<file path="src/rtl/seq_det_pkg.sv">
// Shared definitions for the serial pattern detector: control states, mode
// constants and the width helper used to size the fill counter.
package seq_det_pkg;

  typedef enum logic [1:0] {
    EMPTY   = 2'd0,
    FILLING = 2'd1,
    ARMED   = 2'd2
  } ctl_state_e;

  localparam logic OVERLAP     = 1'b1;
  localparam logic NON_OVERLAP = 1'b0;

  // Ceiling log2; callers pass n >= 2 so the result is never zero.
  function automatic int unsigned clog2(input int unsigned n);
    int unsigned r;
    r = 0;
    for (int unsigned p = 1; p < n; p = p << 1) begin
      r++;
    end
    return r;
  endfunction

endpackage

</file>
<file path="src/rtl/sat_counter.sv">
// Saturating up-counter with synchronous clear; clear has priority over inc.
module sat_counter #(
  parameter int unsigned CNT_W = 8
) (
  input  logic             clk,
  input  logic             rst,
  input  logic             inc,
  input  logic             clr,
  output logic [CNT_W-1:0] count
);

  always_ff @(posedge clk) begin
    if (rst || clr) begin
      count <= '0;
    end else if (inc && (count != '1)) begin
      count <= count + CNT_W'(1);
    end
  end

endmodule

</file>
<file path="src/rtl/seq_detector_param.sv">
// Programmable serial bit-pattern detector with overlap control, valid
// qualification and a saturating match counter.
module seq_detector_param
  import seq_det_pkg::*;
#(
  parameter int unsigned           PATTERN_W     = 4,
  parameter int unsigned           CNT_W         = 8,
  parameter logic [PATTERN_W-1:0]  RESET_PATTERN = 4'b1011
) (
  input  logic                               clk,
  input  logic                               rst,
  input  logic                               inp,
  input  logic                               inp_valid,
  input  logic                               load,
  input  logic [PATTERN_W-1:0]               pat_in,
  input  logic                               overlap,
  input  logic                               clear_count,
  output logic                               outp,
  output logic [CNT_W-1:0]                   match_count,
  output logic [clog2(PATTERN_W+1)-1:0]      fill
);

  localparam int unsigned FILL_W = clog2(PATTERN_W + 1);

  ctl_state_e           state_q, state_d;
  logic [PATTERN_W-1:0] pattern_q, pattern_d;
  logic [PATTERN_W-1:0] history_q, history_d;
  logic [PATTERN_W-1:0] hist_shift;
  logic [FILL_W-1:0]    fill_q, fill_d, fill_inc;
  logic                 outp_d;
  logic                 full;
  logic                 hit;

  always_ff @(posedge clk) begin
    if (rst) begin
      pattern_q <= RESET_PATTERN;
      history_q <= '0;
      fill_q    <= '0;
      state_q   <= EMPTY;
      outp      <= 1'b0;
    end else begin
      pattern_q <= pattern_d;
      history_q <= history_d;
      fill_q    <= fill_d;
      state_q   <= state_d;
      outp      <= outp_d;
    end
  end

  always_comb begin
    // Truncating cast keeps the newest PATTERN_W bits, which also covers PATTERN_W=1.
    hist_shift = PATTERN_W'({history_q, inp});
    full       = (state_q == ARMED);
    fill_inc   = full ? fill_q : fill_q + FILL_W'(1);
    hit        = inp_valid & ~load & (fill_inc == FILL_W'(PATTERN_W))
                 & (hist_shift == pattern_q);

    pattern_d = pattern_q;
    history_d = history_q;
    fill_d    = fill_q;
    state_d   = state_q;
    outp_d    = 1'b0;

    if (load) begin
      pattern_d = pat_in;
      history_d = '0;
      fill_d    = '0;
      state_d   = EMPTY;
    end else if (inp_valid) begin
      history_d = hist_shift;
      fill_d    = fill_inc;
      outp_d    = hit;
      unique case (state_q)
        EMPTY, FILLING: state_d = (fill_inc == FILL_W'(PATTERN_W)) ? ARMED : FILLING;
        ARMED:          state_d = ARMED;
        default:        state_d = EMPTY;
      endcase
      if (hit && (overlap == NON_OVERLAP)) begin
        fill_d  = '0;
        state_d = EMPTY;
      end
    end
  end

  assign fill = fill_q;

  sat_counter #(
    .CNT_W (CNT_W)
  ) u_match_cnt (
    .clk   (clk),
    .rst   (rst),
    .inc   (hit),
    .clr   (clear_count),
    .count (match_count)
  );

endmodule

</file>
<file path="config.mk">
export PLATFORM = sky130hd
export DESIGN_NAME = seq_detector_param
export DESIGN_NICKNAME = d
export VERILOG_FILES = /design/src/rtl/seq_det_pkg.sv /design/src/rtl/sat_counter.sv /design/src/rtl/seq_detector_param.sv
export SDC_FILE = /design/constraint.sdc
export NUM_CORES = 1
export LEC_CHECK = 0
export ABC_AREA = 1
export CAP_MARGIN = 20
export CORE_AREA = 2 2 52 54
export CTS_CLUSTER_SIZE = 28
export DETAILED_ROUTE_END_ITERATION = 12
export DIE_AREA = 0 0 54 56
export PLACE_DENSITY_LB_ADDON = 0.05
export SETUP_SLACK_MARGIN = 0.02
export SLEW_MARGIN = 25
export SYNTH_ARGS = -nofsm -noshare
export SYNTH_HDL_FRONTEND = slang
export SYNTH_HIERARCHICAL = 1
export SYNTH_SLANG_ARGS = --single-unit
</file>
<file path="constraint.sdc">
create_clock -name clk -period 2.18 [get_ports clk]
set_input_delay 0.327 -clock clk [delete_from_list [all_inputs] [get_ports clk]]
set_output_delay 0.327 -clock clk [all_outputs]
set_load 0.02 [all_outputs]
</file>
==> flow_results.xml, run 1 <==
<?xml version="1.0" encoding="UTF-8"?>
<metrics>
  <group name="hold_path">
    <metric name="worst_hold_path.num_cells" unit="">2</metric>
    <metric name="hold_path.startpoint" unit="">history_q[2]</metric>
    <metric name="worst_hold_path.endpoint" unit="">history_q[2]</metric>
    <metric name="hold_path.class" unit="">register to register</metric>
  </group>
  <group name="timing">
    <metric name="setup-tns-final" unit="ns">0</metric>
    <metric name="finClkSkew" unit="ns">0.00617</metric>
    <metric name="fmaxAchievable" unit="GHz">0.535</metric>
    <metric name="transition_at_the_pin_with_the_smallest_max_transition_slack" unit="ns">0.379</metric>
    <metric name="timing.hold.ws" unit="ns">0.487</metric>
    <metric name="timing.max_slew.rel_slack" unit="%">74.6</metric>
    <metric name="final.period_utilization" unit="%">85.7</metric>
    <metric name="timing.final.hold_violations" unit="">0</metric>
    <metric name="timing_max_transition_violations_final" unit="">0</metric>
    <metric name="fin_crit" unit="ns">1.87</metric>
    <metric name="rsz0062_at_grt" unit="">false</metric>
    <metric name="finalSetupViolations" unit="">0</metric>
    <metric name="worst_case_setup_margin_in_the_final_layout" unit="ns">0.312</metric>
  </group>
  <group name="pwr">
    <metric name="power.net_switching" unit="uW">168</metric>
    <metric name="clkPwrFrac" unit="%">27.4</metric>
    <metric name="power.static_leakage" unit="nW">0.650</metric>
    <metric name="combinational_share_of_power" unit="%">13.3</metric>
    <metric name="switching_share" unit="%">24.9</metric>
    <metric name="peakVddDrop" unit="mV">0.335</metric>
    <metric name="power_density" unit="nW/um^2">463</metric>
    <metric name="sequential_share_of_power" unit="%">59.4</metric>
    <metric name="internal_power" unit="uW">508</metric>
  </group>
  <group name="clock_network">
    <metric name="sinks_on_the_clock_net" unit="">21</metric>
    <metric name="clkTransAtPathRegs" unit="ns">0.12</metric>
    <metric name="post_cts.resized_instances" unit="">0</metric>
    <metric name="cts_root_buffer" unit="">sky130_fd_sc_hd__clkbuf_4</metric>
    <metric name="cts_hold_repair.buffers" unit="">0</metric>
    <metric name="cts_post_setup_buffers_inserted" unit="">0</metric>
    <metric name="later_pin_clock_latency_in_the_skew_report" unit="ns">0.30</metric>
    <metric name="tritoncts" unit="">built</metric>
    <metric name="cts_max_path_buffers" unit="">2</metric>
    <metric name="cts_bufs_inserted" unit="">3</metric>
    <metric name="cts_htree_levels" unit="">1</metric>
  </group>
  <group name="logic_synthesis">
    <metric name="avgSynthCellArea" unit="um^2">6.49</metric>
    <metric name="synth.net_count" unit="">193</metric>
    <metric name="number_of_different_library_cells_in_the_post_synthesis_netlist" unit="">21</metric>
    <metric name="synth_seq_area_share" unit="%">36.0</metric>
    <metric name="synth-seq-cells" unit="">21</metric>
    <metric name="post_synthesis_cells" unit="">180</metric>
    <metric name="synthesis.yosys.warnings" unit="">6</metric>
    <metric name="synth_area" unit="um^2">1170</metric>
  </group>
  <group name="drt">
    <metric name="remaining_drc_errors" unit="">0</metric>
    <metric name="detail_route.iter0.violations" unit="">11</metric>
    <metric name="via_count" unit="">1130</metric>
    <metric name="number_of_iterations_in_the_first_detailed_routing_pass" unit="">5</metric>
    <metric name="viasPerCell" unit="">4.75</metric>
    <metric name="antenna_left" unit="">0</metric>
    <metric name="finalWirelength" unit="mm">2.33</metric>
    <metric name="routed_wire_length_per_instance" unit="um">9.79</metric>
  </group>
  <group name="global_routing">
    <metric name="global_route.overflow_total" unit="">0</metric>
    <metric name="first_global_vias" unit="">1024</metric>
    <metric name="initial_antenna_violation_count" unit="">0</metric>
    <metric name="grt_pass1_wl" unit="mm">4.06</metric>
    <metric name="largest_net_degree_at_the_start_of_global_routing" unit="">12</metric>
    <metric name="grt_usage" unit="%">17.4</metric>
  </group>
  <group name="placed_design">
    <metric name="pre_cts_ws" unit="ns">0.250</metric>
    <metric name="detailed_place_hpwl" unit="mm">1.79</metric>
    <metric name="gp_congestion" unit="">0.720</metric>
    <metric name="port_buffer_count" unit="">22</metric>
    <metric name="numPlacedInstances" unit="">234</metric>
    <metric name="post_dp_cell_area" unit="um^2">1430</metric>
  </group>
  <group name="run">
    <metric name="maxCapViolCount" unit="">0</metric>
  </group>
  <group name="setup_path">
    <metric name="timing.critical_path.arrival" unit="ns">2.08</metric>
    <metric name="regToRegStartpoint" unit="">fill[0]</metric>
    <metric name="worst-r2r-cell-count" unit="">16</metric>
    <metric name="timing.critical_path.to_type" unit="">register</metric>
    <metric name="worstSetupPathType" unit="">register to register</metric>
    <metric name="worst_r2r_endpoint" unit="">u_match_cnt/count[5]</metric>
    <metric name="register_to_register_setup_slack" unit="ns">0.31</metric>
    <metric name="timing.critical_path.fanout_max" unit="">5</metric>
    <metric name="start_kind" unit="">register</metric>
    <metric name="cp.required" unit="ns">2.39</metric>
  </group>
  <group name="cells_and_area">
    <metric name="multiInputGateArea" unit="um^2">621</metric>
    <metric name="mostFrequentLayoutCells" unit="">sky130_fd_sc_hd__nand2_1, sky130_fd_sc_hd__inv_1, sky130_fd_sc_hd__clkdlybuf4s50_1</metric>
    <metric name="finalNonFillerCells" unit="">238</metric>
    <metric name="antennaDiodeCount" unit="">0</metric>
    <metric name="fillCellCount" unit="">237</metric>
    <metric name="count_of_nets_after_finishing" unit="">222</metric>
    <metric name="stdcell_area" unit="um^2">1460</metric>
    <metric name="areaGrowthSynthToFinish" unit="%">24.9</metric>
    <metric name="layout_commonest_cell" unit="">sky130_fd_sc_hd__nand2_1</metric>
    <metric name="area.sequential" unit="um^2">420</metric>
    <metric name="drive_above_1_share" unit="%">12.5</metric>
  </group>
  <group name="floorplan">
    <metric name="die-area" unit="um^2">3020</metric>
    <metric name="boundaryPins" unit="">23</metric>
    <metric name="core-area" unit="um^2">2430</metric>
    <metric name="initial_utilization" unit="%">48.0</metric>
    <metric name="dieHeight" unit="um">56</metric>
    <metric name="rows" unit="">18</metric>
    <metric name="die_width" unit="um">54</metric>
  </group>
  <group name="run_status">
    <metric name="outcome" unit="">finished clean</metric>
  </group>
</metrics>
==> layer usage <==
layer	up-vias	track usage, %	wire (um)
li1	612	-	-
met1	494	24.6	1210
met2	22	26.3	1020
met3	2	2.42	79
met4	0	6.43	19
met5	-	0	0
==> flip-flops by register name (all words and copies together), names as in the netlist <==
name / cells
u_match_cnt/count: 8
pattern_q: 4
fill: 3
history_q: 3
state_q: 2
outp: 1
==> through the flow <==
stage / util, % / total power, mW
floorplan: - / 0.459
global placement: 59.0 / 0.497
detailed placement: 59.0 / 0.499
CTS: 60.0 / 0.686
global route: 60.0 / 0.714
finish: 60.0 / 0.677
==> power groups by stage <==
stage          combinational (mW)  sequential, mW  clock [mW]
2_1_floorplan              0.0481           0.411           0
3_3_place_gp               0.0876           0.409           0
4_1_cts                    0.0899           0.402       0.195
3_5_place_dp               0.0893           0.410           0
5_1_grt                     0.101           0.404       0.209
6_report                   0.0897           0.402       0.185
==> worst max-delay path, stage by stage (launching register included) <==
cell	delay (ns)
sky130_fd_sc_hd__dfxtp_1	0.42
sky130_fd_sc_hd__ha_1	0.26
sky130_fd_sc_hd__inv_1	0.06
sky130_fd_sc_hd__nand2_1	0.06
sky130_fd_sc_hd__nand2_1	0.05
sky130_fd_sc_hd__nand2_1	0.05
sky130_fd_sc_hd__nand2_1	0.05
sky130_fd_sc_hd__nor2_2	0.15
sky130_fd_sc_hd__nand2_1	0.09
sky130_fd_sc_hd__inv_1	0.09
sky130_fd_sc_hd__nand2_1	0.05
sky130_fd_sc_hd__inv_1	0.05
sky130_fd_sc_hd__nand2_1	0.06
sky130_fd_sc_hd__nor2_1	0.15
sky130_fd_sc_hd__nand3_2	0.08
sky130_fd_sc_hd__nand2_1	0.07
sky130_fd_sc_hd__nor2_1	0.03
==> cell usage after synthesis <==
master                     instances  area share, %
sky130_fd_sc_hd__a21oi_1          15            6.4
sky130_fd_sc_hd__a21oi_2           2            1.5
sky130_fd_sc_hd__a31oi_1           1           0.54
sky130_fd_sc_hd__buf_6             2            1.9
sky130_fd_sc_hd__clkinv_1          1           0.32
sky130_fd_sc_hd__dfxtp_1          21             36
sky130_fd_sc_hd__ha_1              2            2.1
sky130_fd_sc_hd__inv_1            24            7.7
sky130_fd_sc_hd__inv_2             3           0.96
sky130_fd_sc_hd__nand2_1          55             18
sky130_fd_sc_hd__nand2_2           5            2.7
sky130_fd_sc_hd__nand3_1           9            3.9
sky130_fd_sc_hd__nand3_2           1           0.86
sky130_fd_sc_hd__nand3b_1          1           0.64
sky130_fd_sc_hd__nand3b_2          1           0.96
sky130_fd_sc_hd__nor2_1           18            5.8
sky130_fd_sc_hd__nor2_2            4            2.1
sky130_fd_sc_hd__nor2_8            1            1.7
sky130_fd_sc_hd__nor3_1            1           0.43
sky130_fd_sc_hd__o21ai_0          11            4.7
sky130_fd_sc_hd__or2_2             2            1.1
==> cell families (layout without fill, tap and decap cells) <==
logic type | count (synthesis) | count (layout) | share of synthesized area [%]
AND/OR/NAND/NOR | 98 | 98 | 37.8
AO/OA/AOI/OAI | 29 | 29 | 13.2
buffers and inverters | 30 | 58 | 10.9
flip-flops | 21 | 21 | 36.0
adder cells (fa/ha/maj) | 2 | 2 | 2.14
==> cell type report <==
cell class              count  share of cell area [%]
well taps                  30                    2.57
clock buffers               4                    1.80
flip-flops and latches     21                    28.8
multi-input cells         129                    42.5
repair buffers             26                    17.1
inverters                  28                    7.20
==> worst max-delay path by stage <==
| stage | from | end | depth (start not counted) |
|---|---|---|---|
| 3_5_place_dp | inp_valid | u_match_cnt/count[5] | 14 |
| 5_1_grt | fill[0] | u_match_cnt/count[5] | 16 |
| 4_1_cts | fill[0] | u_match_cnt/count[5] | 16 |
| 6_report | fill[0] | u_match_cnt/count[5] | 16 |
| 2_1_floorplan | fill[0] | u_match_cnt/count[5] | 16 |
| 3_3_place_gp | inp_valid | u_match_cnt/count[5] | 14 |
No activity file was read; power rests on OpenSTA's default activity.
==> run 2: changes to the inputs <==
--- a/config.mk
+++ b/config.mk
@@ -11,9 +11,11 @@
 export CTS_CLUSTER_SIZE = 28
 export DETAILED_ROUTE_END_ITERATION = 12
 export DIE_AREA = 0 0 54 56
+export GPL_ROUTABILITY_DRIVEN = 0
+export MAX_ROUTING_LAYER = met4
 export PLACE_DENSITY_LB_ADDON = 0.05
 export SETUP_SLACK_MARGIN = 0.02
-export SLEW_MARGIN = 25
+export SLEW_MARGIN = 30
 export SYNTH_ARGS = -nofsm -noshare
 export SYNTH_HDL_FRONTEND = slang
 export SYNTH_HIERARCHICAL = 1
==> flow_results.xml, run 2 (synthesis gave the netlist of run 1 again) <==
<?xml version="1.0" encoding="UTF-8"?>
<metrics>
  <group name="clock_network">
    <metric name="clkTransAtPathRegs" unit="ns">0.12</metric>
    <metric name="cts_htree_levels" unit="">1</metric>
    <metric name="later_pin_clock_latency_in_the_skew_report" unit="ns">0.30</metric>
    <metric name="cts_root_buffer" unit="">sky130_fd_sc_hd__clkbuf_4</metric>
    <metric name="sinks_on_the_clock_net" unit="">21</metric>
    <metric name="tritoncts" unit="">built</metric>
    <metric name="cts_bufs_inserted" unit="">3</metric>
    <metric name="cts_post_setup_buffers_inserted" unit="">0</metric>
    <metric name="post_cts.resized_instances" unit="">0</metric>
    <metric name="cts_max_path_buffers" unit="">2</metric>
    <metric name="cts_hold_repair.buffers" unit="">0</metric>
  </group>
  <group name="cells_and_area">
    <metric name="mostFrequentLayoutCells" unit="">sky130_fd_sc_hd__nand2_1, sky130_fd_sc_hd__inv_1, sky130_fd_sc_hd__clkdlybuf4s50_1</metric>
    <metric name="number_of_flip_flops_in_the_largest_register" unit="">8</metric>
    <metric name="layout_top_registers" unit="">u_match_cnt/count x8, pattern_q x4</metric>
    <metric name="final_core_util" unit="%">60.0</metric>
    <metric name="areaGrowthSynthToFinish" unit="%">24.9</metric>
    <metric name="layout_commonest_cell" unit="">sky130_fd_sc_hd__nand2_1</metric>
    <metric name="registers.top_by_ff_count" unit="">u_match_cnt/count</metric>
    <metric name="antennaDiodeCount" unit="">0</metric>
    <metric name="drive_above_1_share" unit="%">12.5</metric>
    <metric name="count_of_nets_after_finishing" unit="">222</metric>
  </group>
  <group name="drt">
    <metric name="finalWirelength" unit="mm">2.33</metric>
    <metric name="highest-signal-layer" unit="">met4</metric>
    <metric name="number_of_iterations_in_the_first_detailed_routing_pass" unit="">5</metric>
    <metric name="detail_route.iter0.violations" unit="">11</metric>
    <metric name="met3_length" unit="um">77</metric>
    <metric name="met2_length" unit="mm">1.02</metric>
    <metric name="viasPerCell" unit="">4.75</metric>
    <metric name="wl_met1" unit="mm">1.21</metric>
    <metric name="antenna_left" unit="">0</metric>
    <metric name="routed_wire_length_per_instance" unit="um">9.79</metric>
    <metric name="remaining_drc_errors" unit="">0</metric>
    <metric name="via_count" unit="">1130</metric>
  </group>
  <group name="timing">
    <metric name="timing.max_slew.rel_slack" unit="%">74.6</metric>
    <metric name="setup-tns-final" unit="ns">0</metric>
    <metric name="transition_at_the_pin_with_the_smallest_max_transition_slack" unit="ns">0.380</metric>
    <metric name="timing.hold.ws" unit="ns">0.487</metric>
    <metric name="fin_crit" unit="ns">1.87</metric>
    <metric name="timing.final.hold_violations" unit="">0</metric>
    <metric name="fmaxAchievable" unit="GHz">0.535</metric>
    <metric name="timing_max_transition_violations_final" unit="">0</metric>
    <metric name="finClkSkew" unit="ns">0.00616</metric>
    <metric name="final.period_utilization" unit="%">85.7</metric>
    <metric name="finalSetupViolations" unit="">0</metric>
    <metric name="rsz0062_at_grt" unit="">false</metric>
  </group>
  <group name="global_routing">
    <metric name="largest_net_degree_at_the_start_of_global_routing" unit="">12</metric>
    <metric name="initial_antenna_violation_count" unit="">0</metric>
    <metric name="first_global_vias" unit="">1023</metric>
    <metric name="grt_pass1_wl" unit="mm">4.06</metric>
    <metric name="global_route.overflow_total" unit="">0</metric>
    <metric name="grt_usage" unit="%">17.8</metric>
  </group>
  <group name="setup_path">
    <metric name="timing.critical_path.arrival" unit="ns">2.08</metric>
    <metric name="cp.required" unit="ns">2.39</metric>
    <metric name="start_kind" unit="">register</metric>
    <metric name="worstSetupPathType" unit="">register to register</metric>
    <metric name="worst_r2r_endpoint" unit="">u_match_cnt/count[5]</metric>
    <metric name="timing.critical_path.to_type" unit="">register</metric>
    <metric name="worst-r2r-cell-count" unit="">16</metric>
    <metric name="regToRegStartpoint" unit="">fill[0]</metric>
    <metric name="timing.critical_path.fanout_max" unit="">5</metric>
    <metric name="register_to_register_setup_slack" unit="ns">0.31</metric>
  </group>
  <group name="placed_design">
    <metric name="port_buffer_count" unit="">22</metric>
    <metric name="detailed_place_hpwl" unit="mm">1.79</metric>
  </group>
  <group name="floorplan">
    <metric name="initial_utilization" unit="%">48.0</metric>
    <metric name="boundaryPins" unit="">23</metric>
    <metric name="rows" unit="">18</metric>
    <metric name="dieHeight" unit="um">56</metric>
    <metric name="die_width" unit="um">54</metric>
    <metric name="core-area" unit="um^2">2430</metric>
    <metric name="die-area" unit="um^2">3020</metric>
  </group>
  <group name="run_status">
    <metric name="outcome" unit="">finished clean</metric>
  </group>
  <group name="hold_path">
    <metric name="hold_path.startpoint" unit="">history_q[2]</metric>
    <metric name="worst_hold_path.endpoint" unit="">history_q[2]</metric>
    <metric name="worst_hold_path.num_cells" unit="">2</metric>
    <metric name="hold_path.class" unit="">register to register</metric>
  </group>
  <group name="pwr">
    <metric name="pnr_total_power" unit="uW">676</metric>
    <metric name="peakVddDrop" unit="mV">0.335</metric>
    <metric name="power.static_leakage" unit="nW">0.650</metric>
    <metric name="power_density" unit="nW/um^2">463</metric>
  </group>
  <group name="run">
    <metric name="maxCapViolCount" unit="">0</metric>
  </group>
</metrics>
==> run 2: per-layer routing <==
metal  global-route usage, %  up-vias
met5                       -        -
met4                    6.43        0
met3                    2.42        2
met2                    26.3       22
met1                    24.6      494
li1                        -      612
==> run 2: final cells by class <==
class / instances / area (um^2)
clock buffer: 4 / 26.3
sequential: 21 / 420
multi-input combinational: 129 / 621
tap: 30 / 37.5
fill: 237 / 972
timing repair buffer: 26 / 250
inverter: 28 / 105
==> run 2: worst max-delay path: stages, from the launching register on <==
cell                      delay, ns
sky130_fd_sc_hd__dfxtp_1       0.42
sky130_fd_sc_hd__ha_1          0.26
sky130_fd_sc_hd__inv_1         0.06
sky130_fd_sc_hd__nand2_1       0.06
sky130_fd_sc_hd__nand2_1       0.05
sky130_fd_sc_hd__nand2_1       0.05
sky130_fd_sc_hd__nand2_1       0.05
sky130_fd_sc_hd__nor2_2        0.15
sky130_fd_sc_hd__nand2_1       0.09
sky130_fd_sc_hd__inv_1         0.09
sky130_fd_sc_hd__nand2_1       0.05
sky130_fd_sc_hd__inv_1         0.05
sky130_fd_sc_hd__nand2_1       0.06
sky130_fd_sc_hd__nor2_1        0.15
sky130_fd_sc_hd__nand3_2       0.08
sky130_fd_sc_hd__nand2_1       0.07
sky130_fd_sc_hd__nor2_1        0.03
==> run 2: worst max-delay path by stage <==
| stage | from | to | slack [ns] | cells after the start |
|---|---|---|---|---|
| finish | fill[0] | u_match_cnt/count[5] | 0.31 | 16 |
| global route | fill[0] | u_match_cnt/count[5] | 0.09 | 16 |
| floorplan | fill[0] | u_match_cnt/count[5] | 0.35 | 16 |
| global placement | inp_valid | u_match_cnt/count[5] | 0.29 | 14 |
| detailed placement | inp_valid | u_match_cnt/count[5] | 0.25 | 14 |
| CTS | fill[0] | u_match_cnt/count[5] | 0.31 | 16 |
==> run 2: where the power goes <==
group | switching (mW) | leakage (nW) | internal [mW]
Sequential | 0.00765 | 0.171 | 0.394
Combinational | 0.0466 | 0.464 | 0.0431
Clock | 0.114 | 0.0150 | 0.0712
==> run 2: per-stage QoR <==
stage / instances / worst slack [ns] / instance area [um^2]
finish: 238 / 0.312 / 1460
global route: 238 / 0.0932 / 1460
CTS: 238 / 0.314 / 1460
detailed placement: 234 / 0.250 / 1430
global placement: 234 / 0.287 / 1430
floorplan: 180 / 0.349 / 1170
